===== config.mk =====
export PLATFORM = sky130hd
export DESIGN_NAME = ni_clock_synchro_mc
export DESIGN_NICKNAME = d
export VERILOG_FILES = /design/src/rtl/ni_clock_synchro_mc.sv
export SDC_FILE = /design/constraint.sdc
export NUM_CORES = 1
export LEC_CHECK = 0
export BUFFER_PORTS_ARGS = -buffer_cell sky130_fd_sc_hd__clkbuf_2
export CAP_MARGIN = 20
export CORE_MARGIN = 2
export CORE_UTILIZATION = 50
export CTS_CLUSTER_SIZE = 24
export DETAILED_ROUTE_END_ITERATION = 16
export PLACE_DENSITY = 0.73
export SYNTH_ARGS = -nofsm -noshare
export SYNTH_HDL_FRONTEND = slang
export SYNTH_SLANG_ARGS = --single-unit

===== constraint.sdc =====
create_clock -name clk -period 3.42 [get_ports clk]
set_clock_uncertainty 0.05 [all_clocks]
set_input_delay 0.171 -clock clk [delete_from_list [all_inputs] [get_ports clk]]
set_output_delay 0.171 -clock clk [all_outputs]
set_load 0.02 [all_outputs]

===== src/rtl/ni_clock_synchro_mc.sv =====
// ni_clock_synchro_mc
//   Multi-channel clock-beat synchroniser. Each channel divides clk by a
//   run-time programmable ratio and flags the first and last beat of every
//   divided period. New ratios are loaded through a load/ack handshake and
//   only take effect on a period boundary, so no period is ever truncated.
//   A global resync realigns every channel to the start of a period.
//
// Ports
//   clk              system clock, rising edge
//   rst              asynchronous reset, active-low
//   enable           per-channel count enable
//   clkdiv_in        new divider values, channel i at [i*CNT_WD +: CNT_WD]
//   div_load         per-channel one-cycle request to capture a new divider
//   div_ack          per-channel one-cycle pulse: new divider now active
//   resync           synchronous global realign
//   last_clock_beat  per-channel final cycle of the current divided period
//   first_clock_beat per-channel first cycle of the current divided period
//   phase            per-channel current period counter
module ni_clock_synchro_mc #(
  parameter int NUM_CH = 4,
  parameter int CNT_WD = 8
) (
  input  logic                     clk,
  input  logic                     rst,
  input  logic [NUM_CH-1:0]        enable,
  input  logic [NUM_CH*CNT_WD-1:0] clkdiv_in,
  input  logic [NUM_CH-1:0]        div_load,
  output logic [NUM_CH-1:0]        div_ack,
  input  logic                     resync,
  output logic [NUM_CH-1:0]        last_clock_beat,
  output logic [NUM_CH-1:0]        first_clock_beat,
  output logic [NUM_CH*CNT_WD-1:0] phase
);

  localparam logic [CNT_WD-1:0] ONE = CNT_WD'(1);

  generate
    for (genvar gi = 0; gi < NUM_CH; gi++) begin : g_ch
      logic [CNT_WD-1:0] cnt_reg;
      logic [CNT_WD-1:0] div_reg;
      logic [CNT_WD-1:0] pend_reg;
      logic              pend_v_reg;
      logic              ack_reg;

      logic [CNT_WD-1:0] div_eff;
      logic              last_beat;
      logic              bnd;
      logic              apply;

      // A stored ratio of 0 behaves as divide-by-1.
      assign div_eff   = (div_reg == '0) ? ONE : div_reg;
      assign last_beat = (cnt_reg == div_eff - ONE);

      // A disabled channel sits on a boundary every cycle, so a pending
      // ratio is applied on the next edge without waiting for a count.
      assign bnd   = resync | ~enable[gi] | last_beat;
      // A load on the same edge wins: it is only captured, never applied.
      assign apply = pend_v_reg & bnd & ~div_load[gi];

      always_ff @(posedge clk or negedge rst) begin
        if (!rst) begin
          cnt_reg    <= '0;
          div_reg    <= ONE;
          pend_reg   <= '0;
          pend_v_reg <= 1'b0;
          ack_reg    <= 1'b0;
        end else begin
          ack_reg <= apply;

          // Applying a ratio always opens a fresh period at count 0.
          if (resync || apply) begin
            cnt_reg <= '0;
          end else if (enable[gi]) begin
            if (last_beat) begin
              cnt_reg <= '0;
            end else begin
              cnt_reg <= cnt_reg + ONE;
            end
          end

          if (div_load[gi]) begin
            pend_reg   <= clkdiv_in[gi*CNT_WD +: CNT_WD];
            pend_v_reg <= 1'b1;
          end else if (apply) begin
            div_reg    <= pend_reg;
            pend_v_reg <= 1'b0;
          end
        end
      end

      assign last_clock_beat[gi]          = last_beat;
      assign first_clock_beat[gi]         = (cnt_reg == '0);
      assign div_ack[gi]                  = ack_reg;
      assign phase[gi*CNT_WD +: CNT_WD]   = cnt_reg;
    end
  endgenerate

endmodule


==> results.sh <==
export IMPL_status="complete, no violations"
export IMPL_fin_crit_sh_pct=94.6
export IMPL_synth_top_cells_by_count="dfrtp_1, nand2_1, nor2_1"
export IMPL_syn_area_per_cell_um2=9.49
export IMPL_clk_latency_ns=0.36
export IMPL_synth_nets=706
export IMPL_num_vias=5403
export IMPL_yosys_cell_count_top_type="dfrtp_1"
export IMPL_synth_ff_type="dfrtp_1"
export IMPL_tightest_slew_ns=0.807
export IMPL_syn_inst=651
export IMPL_ys_warn_count=0
export IMPL_setup_violations=0
export IMPL_final_max_slew_viol_count=0
export IMPL_antenna_cells=0
export IMPL_yosysSeqAreaShare_pct=42.2
export IMPL_routedWlPerCell_um=16.8
export IMPL_p_clk_share_pct=27.7
export IMPL_pwr_share_comb_pct=28.1
export IMPL_cp_start_kind="flip-flop"
export IMPL_gp_congestion=0.937
export IMPL_via_per_inst=6.05
export IMPL_powerDensity_nw_per_um2=497
export IMPL_grt_overflow=0
export IMPL_pin_count=87
export IMPL_cp_cell_sequence="or4_1 -> nor4_2 -> nor2_1 -> ha_1 -> nor2b_1 -> or3_1 -> a31oi_1 -> nor4bb_2 -> clkbuf_2"
export IMPL_seq_area_um2=2610
export IMPL_fmax_mhz=309
export IMPL_synth_seq_cells=104
export IMPL_p_leak_nw=3.25
export IMPL_crit_buf_inv=1
export IMPL_p_switching_mw=1.26
export IMPL_postRouteWirelength_mm=15.0
export IMPL_timing_final_ws_setup_ns=0.185
export IMPL_slew_headroom_pct=46.0
export IMPL_cts_buffers=9
export IMPL_ant_nets=0
export IMPL_p_int_mw=2.37
export IMPL_detail_route_iter0_violations=299
export IMPL_yosys_area_top_type="dfrtp_1"
export IMPL_cp_top_family="simple AND/OR/NAND/NOR gates"
export IMPL_ys_top_cells_by_area="dfrtp_1, mux2_2, nand2_1"
export IMPL_cap_violations=0
export IMPL_synth_cell_types=64
export IMPL_core_area_um2=12000
export IMPL_portBuffers=86
export IMPL_cts_root_buf="clkbuf_16"
export IMPL_dpl_worst_slack_ns=0.0167
export IMPL_async_flop_share_pct=100
export IMPL_synth_edff_count=0
export IMPL_clkTransAtPathRegs_ns=0.07
export IMPL_first_global_vias=5263
export IMPL_ir_drop_uv=417
export IMPL_drive_above_1_share_pct=24.9
export IMPL_fillers=1015
export IMPL_row_count=40
export IMPL_antenna_found_initial=0
export IMPL_end_kind="primary output"
export IMPL_cts_tree="yes"
export IMPL_slowest_delay_ns=0.56
export IMPL_final_util_pct=60.9
export IMPL_die_h_um=115
export IMPL_nNetsFinal=796
export IMPL_dp_hpwl_mm=10.5
export IMPL_clock_sinks=104
export IMPL_grt_pass1_wl_mm=25.2
export IMPL_synth_top_area_share_pct=40.5
export IMPL_grt_usage_pct=23.7
export IMPL_dieArea_um2=13300
export IMPL_initial_core_util_pct=51.4
export IMPL_critical_path_class="reg2out"
export IMPL_clockBufferDepth=2
export IMPL_timing_critical_path_slowest_stage_cell="or4_1"
export IMPL_h_tree_depth=3
export IMPL_cp_max_fo=6
export IMPL_syn2layout_area_growth_pct=18.4
export IMPL_switching_share_pct=34.6
export IMPL_hold_class="in2reg"
export IMPL_multi_input_comb_area_um2=3270
export IMPL_netlist_area_um2=6180
export IMPL_drc=0
export IMPL_first_pass_iters=5
export IMPL_grt_max_degree=48
export IMPL_min_period_ns=3.23
export IMPL_worstPathArrival_ns=3.01
export IMPL_seqPwrFrac_pct=44.2
export IMPL_die_w_um=115
export IMPL_hold_violations=0
export IMPL_cp_required_ns=3.20
[kinds of logic (layout without fill, tap and decap cells)]
logic type      count (synthesis)  count (layout)  share of synthesized area, %
mux                            35              35                          6.34
buf+inv                        84             179                          5.89
xor+xnor                       41              41                          5.81
flops                         104             104                          42.2
compound gates                156             156                          19.4
simple gates                  219             219                          17.9
fa+ha+maj                      12              12                          2.43
[worst paths after layout]
path	startpoint	endpoint	slack [ns]	cells after the start
max in group asynchronous	rst	g_ch[3].div_reg[0]	2.11	3
worst min register to register	g_ch[1].pend_v_reg	g_ch[1].pend_v_reg	0.43	1
worst max register to register	g_ch[2].div_reg[1]	g_ch[2].pend_v_reg	0.22	9
worst max-delay path	g_ch[0].div_reg[2]	last_clock_beat[0]	0.19	9
min in group asynchronous	rst	g_ch[0].cnt_reg[7]	0.32	2
worst min-delay path	clkdiv_in[0]	g_ch[0].pend_reg[0]	0.02	2
[worst register-to-register path, stage by stage, from the launching register on]
cell     delay (ns)
dfrtp_1        0.39
or4_4          0.56
o41ai_2        0.21
inv_1          0.11
ha_2           0.21
nor3_2         0.16
a31oi_1        0.07
or4_4          0.62
o211a_1        0.45
a21o_1         0.25
[layer usage]
layer | GRT usage (%) | vias to the layer above | part of all wire (%) | routed length, um
met1 | 31.2 | 2661 | 44 | 6670
met3 | 5.48 | 20 | 5.0 | 758
met4 | 6.75 | 0 | 1.5 | 223
met2 | 39.6 | 163 | 49 | 7380
met5 | 0 | - | 0 | 0
li1 | - | 2559 | - | -
[power by group through the flow]
stage	Sequential [mW]	Combinational, mW	Clock (mW)
3_5_place_dp	1.62	0.934	0
6_report	1.61	1.02	1.01
3_3_place_gp	1.61	0.893	0
4_1_cts	1.59	0.985	1.04
2_1_floorplan	1.54	0.738	0
5_1_grt	1.64	1.13	1.09
[area by class of cell]
cell class	count	area share, %
multi-input cells	463	44.7
clock inverters	6	0.787
clock buffers	10	3.13
inverters	31	1.59
repair buffers	132	11.6
flip-flops and latches	104	35.7
well taps	147	2.52
[layout by cell type, fill, tap and decap left out, drive strengths merged, types with 10 or more instances in the layout]
cell type / n
dfrtp: 100
clkbuf: 94
nand2: 72
nor2: 43
inv: 36
mux2: 33
dlygate4sd3: 26
xnor2: 23
o211ai: 23
buf: 22
o2111ai: 19
nand3: 18
xor2: 18
a21oi: 18
o21ai: 18
nor4: 13
ha: 12
o31ai: 11
nor2b: 10
[repair_timing]
| action | in CTS | in global routing |
|---|---|---|
| hold buffers | 26 | 0 |
| pin swaps | 0 | 1 |
| setup endpoints to repair | 4 | 31 |
| hold endpoints to repair | 68 | 0 |
| gates resized for setup | 7 | 15 |
| buffers inserted | 2 | 4 |
[per-stage QoR]
stage	hold WS [ns]	instances	instance area [um^2]	power [mW]	TNS [ns]
5_1_grt	0.00574	893	7310	3.86	-0.00757
4_1_cts	0.00337	890	7240	3.62	0
3_3_place_gp	0.182	846	6660	2.50	0
3_5_place_dp	0.181	846	6660	2.56	0
2_1_floorplan	-0.175	651	6180	2.28	0
6_report	0.0155	893	7310	3.63	0
No activity file was read; power rests on OpenSTA's default activity.
